`config.mk`:
```
export PLATFORM = sky130hd
export DESIGN_NAME = score_readout
export DESIGN_NICKNAME = d
export VERILOG_FILES = /design/src/rtl/score_readout.sv
export SDC_FILE = /design/constraint.sdc
export NUM_CORES = 1
export LEC_CHECK = 0
export ABC_AREA = 0
export CAP_MARGIN = 10
export CORE_MARGIN = 5
export CORE_UTILIZATION = 40
export DETAILED_ROUTE_END_ITERATION = 10
export PLACE_DENSITY = 0.72
export SLEW_MARGIN = 20
export SYNTH_ARGS = -nofsm -noshare
export SYNTH_HDL_FRONTEND = slang
export SYNTH_SLANG_ARGS = --single-unit
```
`constraint.sdc`:
```
create_clock -name clk -period 1.5 [get_ports clk]
set_input_delay 0.225 -clock clk [delete_from_list [all_inputs] [get_ports clk]]
set_output_delay 0.225 -clock clk [all_outputs]
set_load 0.02 [all_outputs]
```
`src/rtl/score_readout.sv`:
```
// rtl/score_readout.sv - arbitrated score RAM readout with BCD display digits
// Optional leader scan over all player IDs is compiled in by defining LEADER_SCAN_EN.
module score_readout #(
    parameter int NUM_PLAYERS = 32,
    parameter int MAX_DISP    = 99
) (
    input  logic       clk,
    input  logic       rst,
    input  logic       read_request,
    input  logic [4:0] playerID,
    input  logic       scan_request,
    output logic       ram_req,
    input  logic       ram_gnt,
    output logic [4:0] RAMaddr,
    input  logic [6:0] fromRAM,
    output logic [6:0] score_out,
    output logic [3:0] D10,
    output logic [3:0] D1,
    output logic       valid,
    output logic       addr_err,
    output logic       busy,
    output logic       scan_done,
    output logic [4:0] top_player,
    output logic [6:0] top_score
);
    localparam logic [5:0] NP    = 6'(NUM_PLAYERS);
    localparam logic [6:0] MAX_V = 7'(MAX_DISP);

    typedef enum logic [2:0] {
        S_IDLE,
        S_REQ,
        S_RD,
        S_WT,
        S_DN
`ifdef LEADER_SCAN_EN
        , S_SCAN
`endif
    } state_t;

    state_t     state_q;
    logic [4:0] id_q;
    logic [4:0] addr_q;
    logic       ram_req_q;
    logic       valid_q;
    logic       addr_err_q;
    logic [6:0] score_q;
    logic [3:0] d10_q;
    logic [3:0] d1_q;
    logic [6:0] clamp_d;
    logic [3:0] tens_d;
    logic [3:0] ones_d;

    // Digits are derived from the incoming RAM word so they land on the same edge as score_out.
    always_comb begin
        clamp_d = (fromRAM > MAX_V) ? MAX_V : fromRAM;
        tens_d  = 4'(clamp_d / 7'd10);
        ones_d  = 4'(clamp_d % 7'd10);
    end

`ifdef LEADER_SCAN_EN
    logic       scan_q;
    logic [5:0] cnt_q;
    logic [6:0] best_score_q;
    logic [6:0] best_score_d;
    logic [4:0] best_id_q;
    logic [4:0] best_id_d;
    logic [6:0] top_score_q;
    logic [4:0] top_player_q;
    logic       scan_done_q;

    // fromRAM holds the word of address cnt_q-1 while cnt_q is being addressed.
    always_comb begin
        best_score_d = best_score_q;
        best_id_d    = best_id_q;
        if (cnt_q != 6'd0 && fromRAM > best_score_q) begin
            best_score_d = fromRAM;
            best_id_d    = 5'(cnt_q - 6'd1);
        end
    end
`endif

    always_ff @(posedge clk or negedge rst) begin
        if (!rst) begin
            state_q    <= S_IDLE;
            id_q       <= 5'd0;
            addr_q     <= 5'd0;
            ram_req_q  <= 1'b0;
            valid_q    <= 1'b0;
            addr_err_q <= 1'b0;
            score_q    <= 7'd0;
            d10_q      <= 4'd0;
            d1_q       <= 4'd0;
`ifdef LEADER_SCAN_EN
            scan_q       <= 1'b0;
            cnt_q        <= 6'd0;
            best_score_q <= 7'd0;
            best_id_q    <= 5'd0;
            top_score_q  <= 7'd0;
            top_player_q <= 5'd0;
            scan_done_q  <= 1'b0;
`endif
        end else begin
            valid_q    <= 1'b0;
            addr_err_q <= 1'b0;
`ifdef LEADER_SCAN_EN
            scan_done_q <= 1'b0;
`endif
            case (state_q)
                S_IDLE: begin
                    if (read_request) begin
                        if ({1'b0, playerID} < NP) begin
                            id_q      <= playerID;
                            ram_req_q <= 1'b1;
                            state_q   <= S_REQ;
`ifdef LEADER_SCAN_EN
                            scan_q    <= 1'b0;
`endif
                        end else begin
                            addr_err_q <= 1'b1;
                        end
                    end
`ifdef LEADER_SCAN_EN
                    else if (scan_request) begin
                        scan_q    <= 1'b1;
                        ram_req_q <= 1'b1;
                        state_q   <= S_REQ;
                    end
`endif
                end
                S_REQ: begin
                    if (ram_gnt) begin
`ifdef LEADER_SCAN_EN
                        if (scan_q) begin
                            addr_q       <= 5'd0;
                            cnt_q        <= 6'd0;
                            best_score_q <= 7'd0;
                            best_id_q    <= 5'd0;
                            state_q      <= S_SCAN;
                        end else begin
                            addr_q  <= id_q;
                            state_q <= S_RD;
                        end
`else
                        addr_q  <= id_q;
                        state_q <= S_RD;
`endif
                    end
                end
                S_RD: begin
                    state_q <= ram_gnt ? S_WT : S_REQ;
                end
                S_WT: begin
                    if (!ram_gnt) begin
                        state_q <= S_REQ;
                    end else begin
                        score_q   <= fromRAM;
                        d10_q     <= tens_d;
                        d1_q      <= ones_d;
                        valid_q   <= 1'b1;
                        ram_req_q <= 1'b0;
                        state_q   <= S_DN;
                    end
                end
                S_DN: begin
                    state_q <= S_IDLE;
                end
`ifdef LEADER_SCAN_EN
                S_SCAN: begin
                    if (!ram_gnt) begin
                        state_q <= S_REQ;
                    end else begin
                        best_score_q <= best_score_d;
                        best_id_q    <= best_id_d;
                        if (cnt_q == NP) begin
                            top_score_q  <= best_score_d;
                            top_player_q <= best_id_d;
                            scan_done_q  <= 1'b1;
                            ram_req_q    <= 1'b0;
                            state_q      <= S_IDLE;
                        end else begin
                            cnt_q <= cnt_q + 6'd1;
                            if (cnt_q < NP - 6'd1) begin
                                addr_q <= cnt_q[4:0] + 5'd1;
                            end
                        end
                    end
                end
`endif
                default: state_q <= S_IDLE;
            endcase
        end
    end

    assign ram_req   = ram_req_q;
    assign RAMaddr   = addr_q;
    assign score_out = score_q;
    assign D10       = d10_q;
    assign D1        = d1_q;
    assign valid     = valid_q;
    assign addr_err  = addr_err_q;
    assign busy      = (state_q != S_IDLE);

`ifdef LEADER_SCAN_EN
    assign scan_done  = scan_done_q;
    assign top_player = top_player_q;
    assign top_score  = top_score_q;
`else
    logic unused_scan_request;
    assign unused_scan_request = scan_request;
    assign scan_done  = 1'b0;
    assign top_player = 5'd0;
    assign top_score  = 7'd0;
`endif
endmodule

```
* Yosys cells after proc, flatten, opt, wreduce, memory -nomap -nowiden
Index checks and enable logic that the tools add are counted.
Cells by class: div/mod/pow operators 2, magnitude comparators 1, eq/ne operators 6, mux-type cells 11, reductions and logical operators 8
Operators by type and width (number):
- $pmux W3 S4 | 1
- $mux W3 | 3
- $reduce_and A2 Y1 | 4
- $div A7 B4 Y7 const B | 1
- $gt A7 B7 Y1 const B | 1
- $mod A7 B4 Y7 const B | 1
- $mux W7 | 1
- $eq A3 B2 Y1 const B | 2
- $ne A2 B2 Y1 const B | 3
- $mux W1 | 4
- $eq A3 B1 Y1 const B | 1
- $logic_not A3 Y1 | 1
- $reduce_and A3 Y1 | 1
- $reduce_bool A3 Y1 | 1
- $mux W2 | 1
- $pmux W1 S2 | 1
- $reduce_bool A2 Y1 | 1
Word-level totals: flip-flop bits (word level) 30, input port bits 17, output and inout port bits 37, word-level logic and storage cells 36

* Longest topological paths before layout
Gate-level depths: netlist of run 1.
depth after elaboration 3, gate-level depth with buffers 20

* Worst setup path after synthesis of run 1
OpenSTA, ideal clock, no wires.
path kind input to register, start input port fromRAM[6], end register d1_q[1], in the netlist D1[1], setup time 0.131 ns, arrival time 3.198 ns, data required time 1.369 ns, setup slack -1.829 ns, stages 20, path buffers 2, cells stage by stage buf_4 nand2_1 and2_1 ha_1 buf_2 nor3_2 a311oi_4 inv_2 ha_1 inv_1 o21bai_1 a41o_2 nor4_1 a211o_1 ha_1 inv_1 a2111oi_2 o21ai_2 xor2_1 o21ai_1
On the way: cells in the longest elaborated chain, start to end 3
RTL lines:
- from (decl) | line 15 | input logic [6:0] fromRAM,
- $gt A7 B7 Y1 | line 55 | clamp_d = (fromRAM > MAX_V) ? MAX_V : fromRAM;
- $mux W7 (*) | line 55
- $mod A7 B4 Y7 (*) | line 57 | ones_d = 4'(clamp_d % 7'd10);
- to (signal assigned) | line 158 | d1_q <= ones_d;
- to (decl) | line 48 | logic [3:0] d1_q;
Every way passes the cells marked *; elsewhere a longest branch is shown, timed or not. A chain may end at the register's enable or synchronous reset.

* Worst setup path after layout of run 1
Same ends and word-level chain as after synthesis.

==> results of run 1 <==
[cells in the mapped netlist (2+ instances only)]
master / count / area share, %
a211o_1: 2 / 0.98
a21oi_1: 3 / 0.84
a31oi_1: 2 / 0.70
and2_1: 5 / 1.7
and3_1: 2 / 0.70
buf_2: 2 / 0.56
buf_4: 15 / 6.3
clkbuf_1: 3 / 0.63
dfrtp_1: 30 / 42
ha_1: 3 / 2.1
inv_1: 9 / 1.9
mux2_2: 10 / 6.3
mux2i_1: 2 / 1.1
nand2_1: 35 / 7.3
nand2b_1: 2 / 0.70
nand3_1: 2 / 0.56
nor2_1: 7 / 1.5
nor2b_1: 2 / 0.70
nor3_1: 3 / 0.84
nor3_2: 2 / 1.1
nor4_1: 3 / 1.0
o21ai_0: 10 / 2.8
o21ai_2: 2 / 0.98
o311a_1: 2 / 1.1
or3_1: 2 / 0.70
xor2_1: 2 / 0.98
[area by class of cell]
| type | count | share of cell area (%) |
|---|---|---|
| clock buffer | 6 | 3.00 |
| clock inverter | 2 | 0.454 |
| inverter | 10 | 1.45 |
| multi-input combinational | 138 | 37.5 |
| sequential | 30 | 27.2 |
| tap | 52 | 2.36 |
| timing repair buffer | 85 | 28.0 |
[what timing repair did]
action,4_1_cts,5_1_grt
resized for setup,35,18
pin swaps,19,6
setup buffers,6,3
endpoints found under the setup margin,8,15
[critical path, delay by kind of cell]
kind                     cells  cell delay, ps
AO/OA/AOI/OAI                7            1150
XOR/XNOR                     1             180
adder cells (fa/ha/maj)      3             530
buffers and inverters        6             550
AND/OR/NAND/NOR              4             340
[report_power, final]
group	leakage (nW)	total [mW]	switching, mW	internal [mW]
Sequential	0.367	1.37	0.184	1.19
Clock	0.0472	0.674	0.306	0.368
Combinational	0.951	2.19	1.08	1.11
Total	1.37	4.24	1.57	2.67
[kinds of logic after synthesis]
family / Yosys count / share of synthesized area, %
other: 1 / 0.209
buffers and inverters: 31 / 10.2
AND/OR/NAND/NOR: 71 / 20.0
adder cells (fa/ha/maj): 3 / 2.09
multiplexers: 13 / 8.16
flip-flops: 30 / 41.9
XOR/XNOR: 2 / 0.977
AO/OA/AOI/OAI: 35 / 16.5
[routing by layer]
metal / vias up / global-route usage, % / share of wire (%)
li1: 789 / - / -
met1: 763 / 20.1 / 45
met2: 45 / 24.5 / 48
met3: 9 / 3.04 / 4.9
met4: 0 / 6.82 / 1.8
met5: - / 0 / 0
[state kept, by name, summed over array words and instances, names as in the netlist]
register,flops
D10,4
valid,1
RAMaddr,5
D1,4
id_q,5
state_q,3
score_out,7
ram_req,1
[path summary, 6_finish.rpt]
path                           endpoint  depth (start not counted)       start  slack, ps
min                          RAMaddr[4]                          2         rst        320
max                               D1[1]                         21  fromRAM[6]      -1320
max in group asynchronous        D10[3]                          2         rst        900
max reg2reg                     id_q[1]                          3  state_q[2]         30
min in group clk           score_out[4]                          4  fromRAM[4]        350
min reg2reg                  state_q[0]                          1  state_q[2]        470
[stage by stage]
step	setup TNS, ps	total power [mW]	util (%)
after global placement	-10990	3.45	56.8
after CTS	-5640	4.22	61.4
after global routing	-6850	4.49	63.3
after floorplan	-7290	2.55	-
after detailed placement	-11670	3.50	56.8
final	-6090	4.24	63.3
==> results.txt, run 1 <==
min Tclk post-route: 2820 ps
startpoint types: input pin
clk_lat worst skew: 280 ps
max-cap viol count: 0
status: finished, violations left
clk slew on worst S/H paths: 70 ps
clk sink count: 30
CTS Hold Bufs: 0
Crit Path Category: in2reg
DR DRC count: 0
Root Driver: clkbuf_8
CTS max path bufs: 2
Die X: 77.0 um
Ports: 54
Nets: 290
RSZ-0062 raised after global routing: yes
number of I/O port buffers: 38
# rows: 24
post-route ant nets: 0
fill count: 337
Hold Path Class: in2async
EDFF count, synth: 0
Synth Instances: 186
initial antenna violation count: 0
vias in the first global route: 1,559
first-pass GRT wire length: 7.47 mm
H-tree depth: 2
GP Congestion: 0.833
dpl cell area: 2470 um^2
YS warnings: 0
Inserted Diodes: 0
fmax: 355 MHz
CP cell instances: buf_8, nand2_4, and2_4, ha_4, nor3_4, a311oi_4, inv_2, ha_4, buf_4, inv_4, buf_6, o21ai_0, nand2_1, a32oi_1, a211o_1, ha_2, inv_2, a2111oi_4, o21ai_2, xor2_1, o21ai_1
CP max-delay cell: a211o_1
Crit. End Element: register
drt wl/cell: 14.5 um
async set or reset register ratio after synthesis: 100%
Initial Util: 41.2%
failing checks: negative setup slack
routed wire length: 4.68 mm
DIE HEIGHT: 77.0 um
Setup violations, final: 6
syn avg cell area: 9.64 um^2
Area growth, synth to finish: 53.7%
Core Area: 4350 um^2
worst setup margin: -1320 ps
Synth Cell Area: 1790 um^2
fraction of layout cells with a size suffix above 1: 37.6%
Vias/cell: 4.97
pins over their slew limit: 0
initial DRC count: 60
WP data required: 1660 ps
DIE AREA: 5920 um^2
Netlist cell types: 50
clock skew: 3.11 ps
Top FF cell, synth: dfrtp_1
Worst Hold Margin: 324 ps
DRT Pass-1 Iters: 4
gr ovfl total: 0
Vias: 1,606
Final Cell Area: 2760 um^2
final hold violation count: 0
largest net degree at the start of global routing: 31
Num CTS Buffers: 5
Multi-input gate area: 1030 um^2
total global-route track usage: 15.4%
Register Area: 751 um^2
pwr dens: 1540 nW/um^2
CTS tree: built
fin crit share: 188%
Crit Path Max Fanout: 3
most common cell after layout, fill and taps aside: buf_4
commonest cells after routing, fill and taps aside: 45 x buf_4, 33 x nand2_1, 30 x dfrtp_1
dpl hpwl: 3.18 mm
number of synthesized register bits: 30
sequential element share of the synthesized area: 41.9%
Max IR drop VDD: 0.466 mV
slowest stage delay, CP: 330 ps
pre-CTS setup slack: -1960 ps
dpl cells: 306
crit path DAT: 2980 ps
Leakage: 1.37 nW
post-route insts no fill: 323
No activity file was read; power rests on OpenSTA's default activity.
==> run 2: changes to the inputs <==
Settings changed: PLACE_DENSITY 0.72 to 0.81.
==> results.txt, run 2 (synthesized netlist as in run 1, its figures left out) <==
status: finished, violations left
failing checks: negative setup slack
clk_lat worst skew: 280 ps (about the same)
clk sink count: 30 (unchanged)
Crit Path Category: in2reg
Die X: 77.0 um (unchanged)
Crit. End Element: register
initial antenna violation count: 0 (unchanged)
dpl hpwl: 3.37 mm (+5.9%)
post-route ant nets: 0 (unchanged)
Leakage: 1.40 nW (+2.7%)
max-cap viol count: 0 (unchanged)
uppermost layer routed: met4
fmax: 367 MHz (+3.5%)
DRT Pass-1 Iters: 4 (unchanged)
commonest cells after routing, fill and taps aside: 49 x buf_4, 34 x nand2_1, 30 x dfrtp_1
RSZ-0062 raised after global routing: yes
M1 WL: 1.85 mm (-13%)
largest net degree at the start of global routing: 31 (unchanged)
Initial Util: 41.2% (unchanged)
fin crit share: 182% (-6.4 points)
Inserted Diodes: 0 (unchanged)
fraction of layout cells with a size suffix above 1: 38.1% (+0.46 points)
r2r endpoint: id_q[3]
final hold violation count: 0 (unchanged)
Ports: 54 (unchanged)
initial DRC count: 151 (+150%)
DR DRC count: 0 (unchanged)
min Tclk post-route: 2720 ps (-95.8 ps)
most common cell after layout, fill and taps aside: buf_4
routed wire length: 4.47 mm (-4.6%)
Hold Path Class: in2reg
r2r worst-path depth: 3 (unchanged)
Root Driver: clkbuf_8
pre-CTS setup slack: -2000 ps (-37.0 ps)
Max IR drop VDD: 0.811 mV (+74%)
met3 routed WL: 225 um (-0.88%)
drt wl/cell: 13.7 um (-5.1%)
DIE HEIGHT: 77.0 um (unchanged)
CTS max path bufs: 2 (unchanged)
Crit Path Max Fanout: 3 (unchanged)
first-pass GRT wire length: 7.69 mm (+3.0%)
H-tree depth: 2 (unchanged)
Largest register FFs: 7 (unchanged)
met2 wire length: 2.33 mm (+4.3%)
Internal: 2.66 mW (-0.17%)
Worst R2R Start: state_q[0]
startpoint types: input pin
clock skew: 4.74 ps (+1.62 ps)
Nets: 292 (+0.69%)
Reg power frac: 32.6% (+0.2 points)
# rows: 24 (unchanged)
fill count: 351 (+4.2%)
DIE AREA: 5920 um^2 (unchanged)
R2R setup slack: 50 ps (+20 ps)
Setup violations, final: 6 (unchanged)
vias in the first global route: 1,573 (+0.90%)
total global-route track usage: 15.7% (+0.34 points)
CTS tree: built
clock share of power: 15.6% (-0.3 points)
clk slew on worst S/H paths: 60 ps (about the same)
WP data required: 1670 ps (about the same)
CTS Hold Bufs: 0 (unchanged)
worst hold path endpoint: score_out[4]
Core Area: 4350 um^2 (unchanged)
Psw: 1.54 mW (-2.0%)
pins over their slew limit: 0 (unchanged)
Vias/cell: 4.94 (-0.62%)
GP Congestion: 0.941 (+13%)
Area growth, synth to finish: 53.9% (about the same)
crit path DAT: 2890 ps (-90 ps)
number of I/O port buffers: 38 (unchanged)
Worst Hold Margin: 331 ps (+6.55 ps)
Sw Ratio: 36.6% (-0.44 points)
hold path depth: 4
pwr dens: 1520 nW/um^2 (-0.95%)
Vias: 1,606 (unchanged)
worst setup margin: -1220 ps (+95.8 ps)
Num CTS Buffers: 5 (unchanged)
Hold Startpoint: fromRAM[4]
gr ovfl total: 0 (unchanged)
Gate power share: 51.8% (about the same)
-- run 2: what timing repair did --
action,4_1_cts,5_1_grt
endpoints found under the setup margin,7,22
resized for setup,33,18
pin swaps,19,11
buffers inserted,6,2
-- run 2: worst max-delay path, stage by stage --
cell       delay, ps
buf_8             80
nand2_4           50
and2_4           140
ha_4             170
a311oi_4         330
inv_2            100
buf_4            150
buf_4            120
buf_4            120
buf_4            140
nor3_4           200
nor4_2            60
a211o_1          260
ha_2             190
inv_2             70
a2111oi_4         40
o21ai_2          210
xor2_1           160
o21ai_1           80
-- run 2: worst max-delay path by stage --
stage,startpoint,to,slack (ps),depth (start not counted)
after floorplan,fromRAM[5],D1[1],-1560,19
after global placement,fromRAM[5],D1[1],-1840,19
after detailed placement,fromRAM[5],D1[1],-2000,19
after CTS,fromRAM[5],D1[1],-1240,18
after global routing,fromRAM[5],D1[2],-1340,20
final,fromRAM[5],D1[1],-1220,19
-- run 2: per-stage QoR --
step	util, %	total power [mW]	instances	area [um^2]	TNS, ps
2_1_floorplan	-	2.55	199	1900	-7290
3_5_place_dp	57.5	3.54	310	2500	-11510
3_3_place_gp	57.5	3.47	310	2500	-10610
4_1_cts	61.8	4.24	323	2690	-5770
5_1_grt	63.4	4.50	325	2760	-6550
6_report	63.4	4.20	325	2760	-5820
-- run 2: layout make-up --
| type | count | area [um^2] | share of cell area (%) |
|---|---|---|---|
| clock inverters | 1 | 5.00 | 0.181 |
| inverters | 10 | 40.0 | 1.45 |
| clock buffers | 7 | 86.3 | 3.13 |
| well taps | 52 | 65.1 | 2.36 |
| multi-input cells | 138 | 1030 | 37.4 |
| flip-flops and latches | 30 | 751 | 27.2 |
| repair buffers | 87 | 781 | 28.3 |
-- run 2: power by group through the flow --
stage	combinational [mW]	sequential [mW]	clock, mW
floorplan	0.818	1.73	0
global placement	2.10	1.37	0
detailed placement	2.15	1.39	0
CTS	2.19	1.38	0.670
global route	2.36	1.42	0.720
finish	2.18	1.37	0.657
-- run 2: per-layer routing --
layer	vias to the layer above	track usage, %
met5	-	0
met4	0	5.24
met3	7	2.81
met2	48	26.3
met1	758	20.3
li1	793	-
==> run 3: changes to the inputs <==
--- a/constraint.sdc
+++ b/constraint.sdc
@@ -3,2 +3,2 @@
 set_output_delay 0.225 -clock clk [all_outputs]
-set_load 0.02 [all_outputs]
+set_load 0.05 [all_outputs]
==> results.txt, run 3 (synthesized netlist as in run 1, its figures left out) <==
# rows: 24 (unchanged)
Crit. End Element: register
CTS max path bufs: 2 (unchanged)
commonest cells after routing, fill and taps aside: 71 x buf_4, 34 x nand2_1, 30 x dfrtp_1
Initial Util: 41.2% (unchanged)
CTS Hold Bufs: 0 (unchanged)
clock share of power: 12.8% (-2.8 points)
number of I/O port buffers: 38 (unchanged)
Ports: 54 (unchanged)
Leakage: 1.37 nW (-2.0%)
min Tclk post-route: 2750 ps (+27.5 ps)
initial antenna violation count: 0 (unchanged)
clk slew on worst S/H paths: 60 ps (about the same)
most common cell after layout, fill and taps aside: buf_4
worst setup margin: -1250 ps (-27.5 ps)
Final Util: 64.7% (+1.3 points)
Inserted Diodes: 0 (unchanged)
Reg power frac: 27.6% (-5.0 points)
routed wire length: 5.05 mm (+13%)
post-route ant nets: 0 (unchanged)
total global-route track usage: 16.4% (+0.68 points)
Crit Path Category: in2reg
Core Area: 4350 um^2 (unchanged)
GP Congestion: 0.890 (-5.5%)
clock skew: 6.36 ps (+1.63 ps)
gr ovfl total: 0 (unchanged)
startpoint types: input pin
largest net degree at the start of global routing: 31 (unchanged)
Sw Ratio: 46.1% (+9.5 points)
Gate power share: 59.6% (+7.8 points)
first-pass GRT wire length: 7.85 mm (+2.0%)
DR DRC count: 0 (unchanged)
failing checks: negative setup slack
Crit Path Max Fanout: 3 (unchanged)
Hold Path Class: in2async
total chip power: 5.08 mW (+21%)
Num CTS Buffers: 5 (unchanged)
Max IR drop VDD: 0.665 mV (-18%)
Nets: 296 (+1.4%)
max-cap viol count: 0 (unchanged)
Vias: 1,653 (+2.9%)
Psw: 2.34 mW (+52%)
RSZ-0062 raised after global routing: yes
fill count: 341 (-2.8%)
final hold violation count: 0 (unchanged)
DIE AREA: 5920 um^2 (unchanged)
status: finished, violations left
Die X: 77.0 um (unchanged)
R2R setup slack: 40 ps (about the same)
Root Driver: clkbuf_8
pwr dens: 1800 nW/um^2 (+18%)
r2r worst-path depth: 3 (unchanged)
dpl hpwl: 3.46 mm (+2.7%)
drt wl/cell: 15.4 um (+12%)
initial DRC count: 111 (-26%)
pins over their slew limit: 0 (unchanged)
crit path DAT: 2950 ps (+60 ps)
clk sink count: 30 (unchanged)
Largest register FFs: 7 (unchanged)
vias in the first global route: 1,635 (+3.9%)
Area growth, synth to finish: 57.1%
fraction of layout cells with a size suffix above 1: 48.7% (+11 points)
DIE HEIGHT: 77.0 um (unchanged)
CTS tree: built
Vias/cell: 5.02 (+1.7%)
Setup violations, final: 6 (unchanged)
WP data required: 1700 ps (+30 ps)
Worst R2R Start: state_q[1]
r2r endpoint: id_q[0]
fin crit share: 183% (+1.8 points)
Internal: 2.73 mW (+2.7%)
clk_lat worst skew: 280 ps (about the same)
fmax: 364 MHz (-1.0%)
H-tree depth: 2 (unchanged)
DRT Pass-1 Iters: 5 (+1)
run 3: per-layer routing:
layer | wire length (um) | vias up | global-route usage (%)
met5 | 0 | - | 0
met4 | 163 | 0 | 8.74
met3 | 313 | 18 | 3.51
met2 | 2550 | 60 | 27.4
met1 | 2030 | 782 | 19.5
li1 | - | 793 | -
run 3: timing repair:
action / CTS / global route
endpoints found under the setup margin: 8 / 13
setup buffers: 11 / 7
gates resized for setup: 35 / 18
pin swaps: 22 / 22
run 3: critical path, cell delays in order:
cell and delay [ps]:
buf_8 100, nand2_4 50, and2_4 140, ha_4 160, nor3_4 50, a311oi_4 230
inv_2 80, ha_4 190, nor3_2 160, a31oi_1 80, o311a_1 200, nor4_2 220
a211o_1 190, ha_4 170, inv_4 40, a2111oi_4 210, o21ai_2 140, xor2_1 170
o21ai_1 120
run 3: final cells by class:
cell class	instances	area [um^2]	share of cell area, %
clock buffer	7	86.3	3.07
tap	52	65.1	2.31
inverter	10	42.5	1.51
sequential	30	751	26.7
timing repair buffer	91	771	27.4
clock inverter	1	5.00	0.178
multi-input combinational	138	1100	38.9
run 3: worst max path at each step:
| stage | start | endpoint | slack [ps] | cells past startpoint |
|---|---|---|---|---|
| after global placement | fromRAM[5] | D1[1] | -1880 | 19 |
| after CTS | fromRAM[6] | D1[1] | -1300 | 18 |
| after detailed placement | fromRAM[5] | D1[2] | -2070 | 17 |
| final | fromRAM[6] | D1[1] | -1250 | 19 |
| after global routing | fromRAM[6] | D1[1] | -1410 | 19 |
| after floorplan | fromRAM[5] | D1[1] | -1560 | 19 |
run 3: metrics by stage:
stage / instances / hold WS, ps / setup WS [ps] / TNS (ps) / cell area, um^2
6_report: 329 / 326 / -1250 / -5840 / 2820
5_1_grt: 329 / 358 / -1410 / -6460 / 2820
4_1_cts: 323 / 328 / -1300 / -5870 / 2690
3_5_place_dp: 305 / 465 / -2070 / -12050 / 2430
3_3_place_gp: 305 / 451 / -1880 / -10820 / 2430
2_1_floorplan: 199 / -70.6 / -1560 / -7480 / 1920
run 3: power by group through the flow:
stage / clock (mW) / sequential (mW) / combinational (mW)
5_1_grt: 0.697 / 1.45 / 3.20
2_1_floorplan: 0 / 2.35 / 0.949
4_1_cts: 0.667 / 1.40 / 2.95
3_3_place_gp: 0 / 1.39 / 2.76
3_5_place_dp: 0 / 1.41 / 2.82
6_report: 0.648 / 1.40 / 3.02
